--- src/rtl/snn_axis_pkg.sv ---
// Shared definitions for the spike-count AXI-Stream reporter: beat field layout and TX state.
// Pure declarations; no latency or flow control lives here.
package snn_axis_pkg;

    localparam int IDX_MSB = 31;
    localparam int IDX_LSB = 24;
    localparam int FRM_MSB = 23;
    localparam int FRM_LSB = 16;
    localparam int CNT_MSB = 15;
    localparam int CNT_LSB = 0;

    typedef enum logic {
        TX_IDLE = 1'b0,
        TX_SEND = 1'b1
    } tx_state_t;

endpackage

--- src/rtl/spike_counter.sv ---
// Saturating per-neuron spike counter; o_count_next is the count including this cycle's spike.
// One-cycle update while i_en is high; i_clr restarts from zero on the following cycle.
module spike_counter #(
    parameter int CNT_W = 16
) (
    input  logic             clk,
    input  logic             rst,
    input  logic             i_en,
    input  logic             i_clr,
    input  logic             i_spike,
    output logic [CNT_W-1:0] o_count_next
);

    localparam logic [CNT_W-1:0] CNT_MAX = '1;

    logic [CNT_W-1:0] r_count;

    always_comb begin
        o_count_next = r_count;
        if (i_spike && (r_count != CNT_MAX)) begin
            o_count_next = r_count + CNT_W'(1);
        end
    end

    always_ff @(posedge clk) begin
        if (rst) begin
            r_count <= '0;
        end else if (i_en) begin
            r_count <= i_clr ? '0 : o_count_next;
        end
    end

endmodule

--- src/rtl/spike_axis_tx.sv ---
// Counts output spikes over WINDOW enabled cycles and streams one 32-bit beat per neuron; first beat valid 1 cycle after window end.
// Holds beats stable under tready backpressure; a window ending mid-frame is dropped and flagged sticky.
module spike_axis_tx
    import snn_axis_pkg::*;
#(
    parameter int N_OUT  = 4,
    parameter int WINDOW = 256,
    parameter int CNT_W  = 16
) (
    input  logic             clk,
    input  logic             rst,
    input  logic             en,
    input  logic [N_OUT-1:0] spikes_in,
    output logic [31:0]      m_axis_tdata,
    output logic             m_axis_tvalid,
    input  logic             m_axis_tready,
    output logic             m_axis_tlast,
    output logic             drop_flag
);

    localparam int               WIN_W    = $clog2(WINDOW);
    localparam logic [WIN_W-1:0] WIN_LAST = WIN_W'(WINDOW - 1);
    localparam logic [7:0]       IDX_LAST = 8'(N_OUT - 1);

    logic [WIN_W-1:0] r_win;
    logic             w_win_end;

    logic [CNT_W-1:0] w_cnt_next [N_OUT];
    logic [CNT_W-1:0] r_snap     [N_OUT];
    logic [7:0]       r_frame;
    logic [7:0]       r_snap_frm;
    logic             r_drop;

    tx_state_t        r_state;
    tx_state_t        w_state_nxt;
    logic [7:0]       r_idx;
    logic [7:0]       w_idx_nxt;
    logic             w_load;
    logic             w_drop;
    logic             w_last_xfer;
    logic [CNT_W-1:0] w_cnt_sel;

    assign w_win_end = en && (r_win == WIN_LAST);

    always_ff @(posedge clk) begin
        if (rst) begin
            r_win <= '0;
        end else if (en) begin
            r_win <= w_win_end ? '0 : r_win + WIN_W'(1);
        end
    end

    for (genvar gi = 0; gi < N_OUT; gi++) begin : g_cnt
        spike_counter #(
            .CNT_W(CNT_W)
        ) u_cnt (
            .clk         (clk),
            .rst         (rst),
            .i_en        (en),
            .i_clr       (w_win_end),
            .i_spike     (spikes_in[gi]),
            .o_count_next(w_cnt_next[gi])
        );
    end

    // A final-beat transfer coinciding with a window end hands straight over to the new frame.
    assign w_last_xfer = (r_state == TX_SEND) && m_axis_tready && (r_idx == IDX_LAST);

    always_comb begin
        w_state_nxt = r_state;
        w_idx_nxt   = r_idx;
        w_load      = 1'b0;
        w_drop      = 1'b0;
        case (r_state)
            TX_IDLE: begin
                if (w_win_end) begin
                    w_state_nxt = TX_SEND;
                    w_idx_nxt   = '0;
                    w_load      = 1'b1;
                end
            end
            TX_SEND: begin
                if (m_axis_tready) begin
                    if (r_idx == IDX_LAST) begin
                        w_idx_nxt = '0;
                        if (w_win_end) begin
                            w_load = 1'b1;
                        end else begin
                            w_state_nxt = TX_IDLE;
                        end
                    end else begin
                        w_idx_nxt = r_idx + 8'd1;
                    end
                end
                if (w_win_end && !w_last_xfer) begin
                    w_drop = 1'b1;
                end
            end
            default: begin
                w_state_nxt = TX_IDLE;
                w_idx_nxt   = '0;
            end
        endcase
    end

    always_ff @(posedge clk) begin
        if (rst) begin
            r_state <= TX_IDLE;
            r_idx   <= '0;
        end else begin
            r_state <= w_state_nxt;
            r_idx   <= w_idx_nxt;
        end
    end

    // Frame number advances on every window end so dropped frames leave a visible gap.
    always_ff @(posedge clk) begin
        if (rst) begin
            for (int i = 0; i < N_OUT; i++) begin
                r_snap[i] <= '0;
            end
            r_frame    <= '0;
            r_snap_frm <= '0;
            r_drop     <= 1'b0;
        end else begin
            if (w_win_end) begin
                r_frame <= r_frame + 8'd1;
            end
            if (w_load) begin
                for (int i = 0; i < N_OUT; i++) begin
                    r_snap[i] <= w_cnt_next[i];
                end
                r_snap_frm <= r_frame;
            end
            if (w_drop) begin
                r_drop <= 1'b1;
            end
        end
    end

    always_comb begin
        w_cnt_sel = '0;
        for (int i = 0; i < N_OUT; i++) begin
            if (r_idx == 8'(i)) begin
                w_cnt_sel = r_snap[i];
            end
        end
    end

    always_comb begin
        m_axis_tdata = '0;
        if (r_state == TX_SEND) begin
            m_axis_tdata[IDX_MSB:IDX_LSB] = r_idx;
            m_axis_tdata[FRM_MSB:FRM_LSB] = r_snap_frm;
            m_axis_tdata[CNT_MSB:CNT_LSB] = 16'(w_cnt_sel);
        end
    end

    assign m_axis_tvalid = (r_state == TX_SEND);
    assign m_axis_tlast  = (r_state == TX_SEND) && (r_idx == IDX_LAST);
    assign drop_flag     = r_drop;

endmodule
--- config.mk ---
export PLATFORM = sky130hd
export DESIGN_NAME = spike_axis_tx
export DESIGN_NICKNAME = d
export VERILOG_FILES = /design/src/rtl/snn_axis_pkg.sv /design/src/rtl/spike_counter.sv /design/src/rtl/spike_axis_tx.sv
export SDC_FILE = /design/constraint.sdc
export NUM_CORES = 1
export LEC_CHECK = 0
export CELL_PAD_IN_SITES_DETAIL_PLACEMENT = 2
export CELL_PAD_IN_SITES_GLOBAL_PLACEMENT = 2
export CORE_MARGIN = 1.5
export CORE_UTILIZATION = 41
export CTS_BUF_LIST = sky130_fd_sc_hd__clkbuf_16
export DETAILED_ROUTE_END_ITERATION = 10
export GPL_TIMING_DRIVEN = 0
export PLACE_DENSITY_LB_ADDON = 0.08
export SETUP_SLACK_MARGIN = 0.5
export SYNTH_ARGS = -nofsm -noshare
export SYNTH_HDL_FRONTEND = slang
export SYNTH_HIERARCHICAL = 1
export SYNTH_SLANG_ARGS = --single-unit
--- constraint.sdc ---
create_clock -name clk -period 5.1 [get_ports clk]
set_input_delay 0.765 -clock clk [delete_from_list [all_inputs] [get_ports clk]]
set_output_delay 0.765 -clock clk [all_outputs]
set_load 0.05 [all_outputs]
==> impl_metrics.env, run 1 <==
export IMPL_status="complete, no violations"
export IMPL_dp_slack_ns=-0.164
export IMPL_num_rows=55
export IMPL_io_pins=43
export IMPL_cellPowerDensity_mw_per_mm2=266
export IMPL_gr_max_usage_layer="met2"
export IMPL_cts_tree="done"
export IMPL_synth_edf_count=64
export IMPL_period_share_pct=83.5
export IMPL_grt_usage_pct=28.9
export IMPL_slew_viol_final=0
export IMPL_drcViolationCount=0
export IMPL_clockBufferDepth=2
export IMPL_seq_area_sq_mm=0.00388
export IMPL_cp_arrival_ns=4.64
export IMPL_tightest_slew_ns=1.12
export IMPL_drtAntennaViolNets=0
export IMPL_drt_pre_antenna_iters=5
export IMPL_core_area_sq_mm=0.0226
export IMPL_critPathLaunchType="primary input"
export IMPL_final_core_util_pct=48.0
export IMPL_use_met2_pct=52.5
export IMPL_finalWirelength_microns=33600
export IMPL_hpwl_microns=23400
export IMPL_grt_overflow=0
export IMPL_finalCriticalPeriod_ns=4.26
export IMPL_cts_resized=1
export IMPL_multiInputGateArea_sq_mm=0.00516
export IMPL_grt_pass1_wl_microns=53800
export IMPL_netlist_area_sq_mm=0.00947
export IMPL_endpoint="g_cnt[0].u_cnt/r_count[10]$_SDFFE_PP0P_"
export IMPL_synth_commonest_cells="112 x nand2_1, 98 x dfxtp_1, 93 x nor2_1, 78 x and2_1, 65 x a21oi_1"
export IMPL_via_per_inst=5.99
export IMPL_nets=1189
export IMPL_finalWorstSetupSlack_ns=0.843
export IMPL_cts_num_sinks=162
export IMPL_rsz0062_at_grt="no"
export IMPL_gp_congestion=0.855
export IMPL_num_antenna_cells=0
export IMPL_die_h_microns=155
export IMPL_clkLatencyLatePin_ns=0.44
export IMPL_path_clk_slew_ns=0.07
export IMPL_hold_path_class="register to register"
export IMPL_critPathLaunch="en"
export IMPL_drv_cap=0
export IMPL_synth_cell_types=57
export IMPL_setup_violations=0
export IMPL_area_growth_pct=14.7
export IMPL_crit_type="primary input to register"
export IMPL_ys_warn_count=6
export IMPL_yosys_register_bits=162
export IMPL_yosysTopAreaCell="dfxtp_1"
export IMPL_r2r_end="g_cnt[0].u_cnt/r_count[10]$_SDFFE_PP0P_"
export IMPL_fillers=2517
export IMPL_p_leak_nw=3.69
export IMPL_wire_per_inst_microns=22.9
export IMPL_slew_headroom_pct=24.9
export IMPL_cp_end_kind="register"
export IMPL_die_w_microns=155
export IMPL_use_met3_pct=3.68
export IMPL_dpl_cell_area_sq_mm=0.0102
export IMPL_grt_max_degree=65
export IMPL_reg2reg_from="r_win[0]$_SDFFE_PP0P_"
export IMPL_peakVddDrop_uv=126
export IMPL_ys_async_sr_fraction_pct=0
export IMPL_met1_usage_pct=35.8
export IMPL_grt_pass1_vias=9493
export IMPL_synth_area_leaders="dfxtp_1 21%, edfxtp_1 20%, and2_1 5.2%, nand2_1 4.4%, nor2_1 3.7%"
export IMPL_port_buffers=41
export IMPL_synthesis_nets=1129
export IMPL_cts_setup_buffers=0
export IMPL_max_freq_mhz=235
export IMPL_crit_fanout=28
export IMPL_finClkSkew_ns=0.0120
export IMPL_dr_total_vias=8801
export IMPL_yosysTopAreaCellShare_pct=20.7
export IMPL_synth_main_ff_cell="dfxtp_1"
export IMPL_netlist_instances=1111
export IMPL_cts_hold_buf=0
export IMPL_cp_required_ns=5.48
export IMPL_ff2ff_setup_slack_ns=1.88
export IMPL_start_util_pct=41.8
export IMPL_cts_root_buf="clkbuf_16"
export IMPL_avgSynthCellArea_sq_um=8.52
export IMPL_dp_cells=1437
export IMPL_drive_gt1_share_pct=7.52
export IMPL_hold_violations=0
export IMPL_cts_buffers=17
export IMPL_htreeDepth=4
export IMPL_fin_cells=1469
export IMPL_final_area_sq_mm=0.0109
export IMPL_drt_iter0_markers=375
export IMPL_yosysMostFrequentCell="nand2_1"
export IMPL_fp_dieArea_sq_mm=0.0240
export IMPL_reg2reg_depth=10
export IMPL_yosysSeqAreaShare_pct=41.0
export IMPL_antenna_found_initial=0
==> worst min path at each step <==
stage / from / slack (ns) / cells after the start / end
6_report: drop_flag$_SDFFE_PP0P_ / 0.48 / 2 / drop_flag$_SDFFE_PP0P_
5_1_grt: drop_flag$_SDFFE_PP0P_ / 0.53 / 2 / drop_flag$_SDFFE_PP0P_
4_1_cts: drop_flag$_SDFFE_PP0P_ / 0.49 / 2 / drop_flag$_SDFFE_PP0P_
3_5_place_dp: drop_flag$_SDFFE_PP0P_ / 0.48 / 2 / drop_flag$_SDFFE_PP0P_
3_3_place_gp: drop_flag$_SDFFE_PP0P_ / 0.45 / 2 / drop_flag$_SDFFE_PP0P_
2_1_floorplan: r_frame[7]$_SDFFE_PP0N_ / 0.47 / 2 / r_frame[7]$_SDFFE_PP0N_
==> kinds of logic (layout without fill, tap and decap cells) <==
family          count (synthesis)  count (layout)  share of synthesized area (%)
xor+xnor                       57              57                           5.27
fa+ha+maj                      10              10                           1.32
mux                             8               8                          0.859
buf+inv                       108             181                           4.55
compound gates                240             240                           16.9
simple gates                  526             526                           30.1
flops                         162             162                           41.0
==> layer usage <==
metal	vias up	part of all wire, %
met1	4480	44
met2	143	51
li1	4131	-
met3	47	2.3
met4	0	1.9
met5	-	0
==> worst max-delay path: stages <==
cell	delay, ns
clkdlybuf4s50_1	1.01
and4_1	0.48
buf_4	0.17
nand2_2	0.11
clkinv_2	0.45
or3b_2	0.64
clkbuf_1	0.25
or3_1	0.37
nor3_1	0.22
a211o_1	0.15
==> layout by cell type (no fill, tap or decap), types with 27 or more instances in the layout <==
cell	synthesis	final
a21oi_1	65	65
a31oi_1	27	27
and2_1	78	78
clkbuf_1	49	49
clkdlybuf4s50_1	0	41
dfxtp_1	98	98
edfxtp_1	64	64
inv_1	40	40
nand2_1	112	112
nand2b_1	30	29
nand3_1	46	46
nor2_1	93	93
nor3_1	36	36
o21ai_0	44	44
xnor2_1	33	33
==> cell type report <==
class | count | area share (%)
buffer | 67 | 2.55
clock buffer | 20 | 4.61
clock inverter | 12 | 1.04
inverter | 41 | 1.43
multi-input combinational | 841 | 47.5
sequential | 162 | 35.8
tap | 285 | 3.28
timing repair buffer | 41 | 3.78
==> report_power, final <==
group	internal, mW	leakage [nW]	switching, mW	total (mW)
logic	0.0376	1.99	0.0895	0.127
clock network	0.768	0.307	0.602	1.37
registers	1.37	1.40	0.0211	1.40
total	2.18	3.69	0.713	2.89
==> stage by stage <==
step / setup TNS [ns] / hold WS, ns / total power, mW
final: 0 / 0.483 / 2.89
after global routing: 0 / 0.527 / 2.98
after CTS: 0 / 0.493 / 2.92
after detailed placement: -10.46 / 0.475 / 1.55
after global placement: -92.61 / 0.451 / 1.54
after floorplan: 0 / 0.468 / 1.49
==> flip-flops by register name (all words and copies together), names as in the netlist <==
register	flops
r_win	8
r_snap	64
r_idx	8
drop_flag	1
g_cnt.u_cnt/r_count	64
m_axis_tvalid	1
r_frame	8
r_snap_frm	8
Note: power is estimated with default switching activity, not from simulation.
==> run 2, diff against run 1 <==
Settings changed: CORE_UTILIZATION 41 to 34.
Clock period 5.1 ns to 3.7 ns, I/O delays scaled along.
==> impl_metrics.env, run 2 (synthesis gave the netlist of run 1 again) <==
export IMPL_dr_total_vias=8545
export IMPL_core_area_sq_mm=0.0272
export IMPL_slew_headroom_pct=41.0
export IMPL_max_freq_mhz=324
export IMPL_power_switching_mw=1.02
export IMPL_final_core_util_pct=40.2
export IMPL_antenna_found_initial=0
export IMPL_reg2reg_from="r_win[0]$_SDFFE_PP0P_"
export IMPL_num_rows=60
export IMPL_comb_power_share_pct=4.4
export IMPL_hold_violations=0
export IMPL_fp_dieArea_sq_mm=0.0289
export IMPL_layout_commonest_cell="nand2_1"
export IMPL_setup_violations=0
export IMPL_grt_pass1_vias=8840
export IMPL_ff2ff_setup_slack_ns=0.86
export IMPL_drt_iter0_markers=480
export IMPL_drtAntennaViolNets=0
export IMPL_cp_end_kind="output port"
export IMPL_grt_max_degree=33
export IMPL_grt_pass1_wl_microns=51200
export IMPL_via_per_inst=5.48
export IMPL_clockBufferDepth=2
export IMPL_crit_fanout=10
export IMPL_drt_pre_antenna_iters=4
export IMPL_hold_end="r_idx[1]$_SDFFE_PP0P_"
export IMPL_p_int_mw=2.84
export IMPL_hold_path_class="primary input to register"
export IMPL_hpwl_microns=23000
export IMPL_critPathLaunchType="register"
export IMPL_slew_viol_final=0
export IMPL_die_w_microns=170
export IMPL_finalCriticalPeriod_ns=3.08
export IMPL_drv_cap=0
export IMPL_gp_congestion=0.796
export IMPL_start_util_pct=34.8
export IMPL_cellPowerDensity_mw_per_mm2=354
export IMPL_r2r_end="g_cnt[0].u_cnt/r_count[10]$_SDFFE_PP0P_"
export IMPL_die_h_microns=170
export IMPL_final_cell_mix="112 x nand2_1, 98 x dfxtp_1, 93 x nor2_1"
export IMPL_finClkSkew_ns=0.0182
export IMPL_cts_root_buf="clkbuf_16"
export IMPL_clkLatencyLatePin_ns=0.45
export IMPL_rsz0062_at_grt="no"
export IMPL_cts_buffers=17
export IMPL_period_share_pct=83.3
export IMPL_whs_ns=0.472
export IMPL_tightest_slew_ns=0.880
export IMPL_grt_usage_pct=23.2
export IMPL_drcViolationCount=0
export IMPL_peakVddDrop_uv=269
export IMPL_hold_start="m_axis_tready"
export IMPL_drive_gt1_share_pct=9.94
export IMPL_io_pins=43
export IMPL_finalWirelength_microns=32000
export IMPL_fillers=3102
export IMPL_cts_num_sinks=162
export IMPL_reg2reg_depth=10
export IMPL_cts_tree="done"
export IMPL_status="complete, no violations"
export IMPL_crit_type="register to output port"
export IMPL_finalWorstSetupSlack_ns=0.617
export IMPL_reg_top3="g_cnt.u_cnt/r_count (64), r_snap (64)"
export IMPL_netSwitchingFraction_pct=26.5
export IMPL_final_setup_tns_ns=0
export IMPL_wire_per_inst_microns=20.5
export IMPL_area_growth_pct=15.3
export IMPL_cts_hold_buf=0
export IMPL_cp_required_ns=3.14
export IMPL_port_buffers=41
export IMPL_p_leak_nw=3.79
export IMPL_num_antenna_cells=0
export IMPL_path_clk_slew_ns=0.07
export IMPL_clkPwrFrac_pct=45.9
export IMPL_grt_overflow=0
export IMPL_htreeDepth=4
export IMPL_nets=1192
export IMPL_power_frac_seq_pct=49.7
export IMPL_whs_path_depth=3
export IMPL_dp_slack_ns=-1.52
export IMPL_cp_arrival_ns=2.53
==> run 2: cell count changes in the layout (fill, tap and decap cells not counted), sizes merged, moves of 2 or more <==
cell	delta
buf	+8
clkdlybuf4s15	+6
clkdlybuf4s50	-28
clkinv	-2
dlygate4sd2	+12
inv	+6
==> run 2: power by group through the flow <==
stage / Sequential, mW / Clock, mW / Combinational (mW)
2_1_floorplan: 1.95 / 0 / 0.103
3_3_place_gp: 1.96 / 0 / 0.166
3_5_place_dp: 1.96 / 0 / 0.171
4_1_cts: 1.92 / 1.84 / 0.174
5_1_grt: 1.93 / 1.91 / 0.192
6_report: 1.92 / 1.78 / 0.171
==> run 2: final cells by class <==
class / instances / area [sq um] / area share, %
clock inverter: 15 / 141 / 1.30
inverter: 41 / 159 / 1.46
sequential: 162 / 3880 / 35.6
multi-input combinational: 842 / 5180 / 47.5
clock buffer: 17 / 425 / 3.90
tap: 372 / 465 / 4.26
timing repair buffer: 43 / 372 / 3.40
buffer: 67 / 287 / 2.62
==> run 2: how the worst max path moves through the flow <==
stage,from,end,slack [ns],cells past startpoint
after floorplan,r_win[0]$_SDFFE_PP0P_,r_snap[0][0]$_SDFFCE_PN0P_,0.86,7
after global placement,en,r_snap[3][2]$_SDFFCE_PN0P_,-1.83,7
after detailed placement,en,r_snap[0][0]$_SDFFCE_PN0P_,-1.52,7
after CTS,r_idx[0]$_SDFFE_PP0P_,m_axis_tdata[15],0.50,9
after global routing,r_idx[0]$_SDFFE_PP0P_,m_axis_tdata[10],0.50,9
final,r_idx[0]$_SDFFE_PP0P_,m_axis_tdata[4],0.62,8
==> run 2: worst max-delay path: stages (launching register included) <==
cell	delay [ns]
dfxtp_1	0.42
inv_1	0.12
ha_1	0.28
clkbuf_2	0.22
a21oi_1	0.22
o21ai_0	0.12
a22oi_1	0.26
nor2_1	0.10
clkdlybuf4s15_2	0.35
==> run 2: routing by layer <==
metal,GRT usage (%),vias up,part of all wire [%]
met5,0,-,0
met4,5.43,0,1.2
met3,2.70,28,2.2
met2,40.0,96,49
met1,31.1,4283,48
li1,-,4138,-
==> run 2: what timing repair did <==
| item | 4_1_cts | 5_1_grt |
|---|---|---|
| hold endpoints to repair | 0 | 0 |
| pin swaps | 1 | 0 |
| buffers inserted | 2 | 0 |
| cloned | 1 | 0 |
| gates resized for setup | 62 | 34 |
| endpoints found under the setup margin | 190 | 89 |
==> run 2: metrics by stage <==
step	std cells	area, sq um	power [mW]
finish	1559	10900	3.87
global route	1559	10900	4.02
CTS	1559	11000	3.93
detailed placement	1524	10400	2.13
global placement	1524	10300	2.13
floorplan	1111	9470	2.05
==> run 3, diff against run 2 <==
Clock period 3.7 ns to 2.49 ns, I/O delays scaled along.
==> impl_metrics.env, run 3 (synthesis gave the netlist of run 1 again) <==
export IMPL_finalPower_mw=5.87
export IMPL_power_frac_seq_pct=48.9
export IMPL_area_growth_pct=40.4
export IMPL_nets=1280
export IMPL_slew_headroom_pct=38.5
export IMPL_netSwitchingFraction_pct=27.3
export IMPL_layout_commonest_cell="nand2_1"
export IMPL_num_antenna_cells=0
export IMPL_drive_gt1_share_pct=33.9
export IMPL_tightest_slew_ns=0.919
export IMPL_hpwl_microns=23000
export IMPL_drv_cap=0
export IMPL_slew_viol_final=0
export IMPL_fillers=2887
export IMPL_crit_slowest_cell="dfxtp_4"
export IMPL_hold_start="m_axis_tready"
export IMPL_reg_top3="g_cnt.u_cnt/r_count (64), r_snap (64)"
export IMPL_cp_arrival_ns=2.06
export IMPL_crit_fanout=6
export IMPL_crit_type="register to output port"
export IMPL_power_switching_mw=1.60
export IMPL_clkLatencyLatePin_ns=0.45
export IMPL_hold_violations=0
export IMPL_dp_slack_ns=-1.27
export IMPL_reg2reg_depth=7
export IMPL_hold_path_class="primary input to register"
export IMPL_finalWirelength_microns=41900
export IMPL_reg2reg_from="r_idx[1]$_SDFFE_PP0P_"
export IMPL_critPathLaunchType="register"
export IMPL_drt_iter0_markers=660
export IMPL_cts_tree="done"
export IMPL_drt_pre_antenna_iters=5
export IMPL_antenna_found_initial=1
export IMPL_peakVddDrop_uv=524
export IMPL_rsz0062_at_grt="yes"
export IMPL_final_cell_mix="106 x nand2_1, 74 x nor2_1, 70 x buf_4"
export IMPL_dr_total_vias=9490
export IMPL_status="complete, no violations"
export IMPL_grt_pass1_wl_microns=60700
export IMPL_cts_num_sinks=162
export IMPL_core_area_sq_mm=0.0272
export IMPL_grt_overflow=0
export IMPL_finalCriticalPeriod_ns=2.43
export IMPL_period_share_pct=97.7
export IMPL_critPathLaunch="r_idx[1]$_SDFFE_PP0P_"
export IMPL_die_w_microns=170
export IMPL_setup_violations=0
export IMPL_drtAntennaViolNets=0
export IMPL_path_clk_slew_ns=0.08
export IMPL_clkPwrFrac_pct=44.4
export IMPL_clockBufferDepth=2
export IMPL_grt_usage_pct=28.0
export IMPL_grt_max_degree=23
export IMPL_die_h_microns=170
export IMPL_finalWorstSetupSlack_ns=0.0569
export IMPL_wire_per_inst_microns=25.4
export IMPL_cts_root_buf="clkbuf_16"
export IMPL_io_pins=43
export IMPL_via_per_inst=5.76
export IMPL_p_leak_nw=4.77
export IMPL_worstPathCellList="inv_6, ha_4, clkbuf_16, a21oi_4, o21ai_2, a22oi_2, nor2_2, buf_6"
export IMPL_htreeDepth=4
export IMPL_cpPeakStageDelay_ns=0.41
export IMPL_fp_dieArea_sq_mm=0.0289
export IMPL_drcViolationCount=0
export IMPL_multiInputGateArea_sq_mm=0.00627
export IMPL_grt_pass1_vias=10041
export IMPL_seq_area_sq_mm=0.00395
export IMPL_gp_congestion=0.797
export IMPL_cp_required_ns=2.12
export IMPL_start_util_pct=34.8
export IMPL_comb_power_share_pct=6.7
export IMPL_cp_end_kind="output port"
export IMPL_cts_hold_buf=0
export IMPL_whs_path_depth=3
export IMPL_cellPowerDensity_mw_per_mm2=442
export IMPL_port_buffers=41
export IMPL_cts_buffers=17
export IMPL_p_int_mw=4.27
export IMPL_num_rows=60
export IMPL_max_freq_mhz=411
export IMPL_finClkSkew_ns=0.0132
-- run 3: changes by cell type in the layout (fill, tap and decap cells not counted), moves of 17 or more --
cell | previous run | this run
a21oi_1 | 64 | 33
clkbuf_1 | 41 | 13
buf_6 | 0 | 31
a21oi_4 | 0 | 17
buf_4 | 3 | 70
nor2_1 | 93 | 74
o21ai_0 | 44 | 27
dfxtp_2 | 0 | 22
dfxtp_1 | 98 | 67
-- run 3: power groups by stage --
stage	clock [mW]	combinational, mW	sequential [mW]
finish	2.61	0.394	2.87
global route	2.76	0.417	2.88
CTS	2.64	0.357	2.86
detailed placement	0	0.269	2.92
global placement	0	0.262	2.92
floorplan	0	0.167	2.89
-- run 3: final timing paths --
check                                 to  slack, ns
max                      m_axis_tdata[6]       0.06
min                r_idx[1]$_SDFFE_PP0P_       0.35
min reg2reg       drop_flag$_SDFFE_PP0P_       0.48
max reg2reg  r_snap[3][12]$_SDFFCE_PN0P_       0.29
-- run 3: critical path, delay by kind of cell (launching register included) --
family | cells | cell delay [ns]
compound gates | 3 | 0.49
fa+ha+maj | 1 | 0.21
buf+inv | 3 | 0.40
flops | 1 | 0.41
simple gates | 1 | 0.09
-- run 3: layout make-up --
class                           instances  share of cell area [%]
Buffer                                 67                    4.81
Timing Repair inverter                  2                   0.245
Multi-Input combinational cell        846                    47.2
Sequential cell                       162                    29.7
Tap cell                              372                    3.50
Clock buffer                           17                    3.20
Inverter                               41                    1.41
Clock inverter                         15                   0.950
Timing Repair Buffer                  125                    9.04
-- run 3: stage by stage --
step                      instance area (sq um)  utilization [%]  hold WS, ns  instances  setup TNS, ns
final                                     13300             48.9        0.349       1647              0
after CTS                                 12900             47.4        0.274       1631              0
after floorplan                            9710                -        0.468       1111              0
after global placement                    10600             38.9        0.458       1524        -201.53
after global routing                      13300             48.9        0.365       1647              0
after detailed placement                  10600             38.9        0.467       1524        -212.49
-- run 3: per-layer routing --
| layer | part of all wire, % | GRT usage (%) | vias up |
|---|---|---|---|
| met4 | 4.1 | 12.9 | 2 |
| met2 | 51 | 48.8 | 218 |
| met1 | 42 | 33.9 | 4863 |
| met5 | 0.031 | 0 | - |
| met3 | 3.1 | 4.21 | 85 |
| li1 | - | - | 4322 |
-- run 3: what timing repair did --
action | CTS | global route
endpoints found under the setup margin | 259 | 236
buffers inserted | 61 | 15
cloned | 14 | 1
pin swaps | 66 | 32
resized for setup | 479 | 106
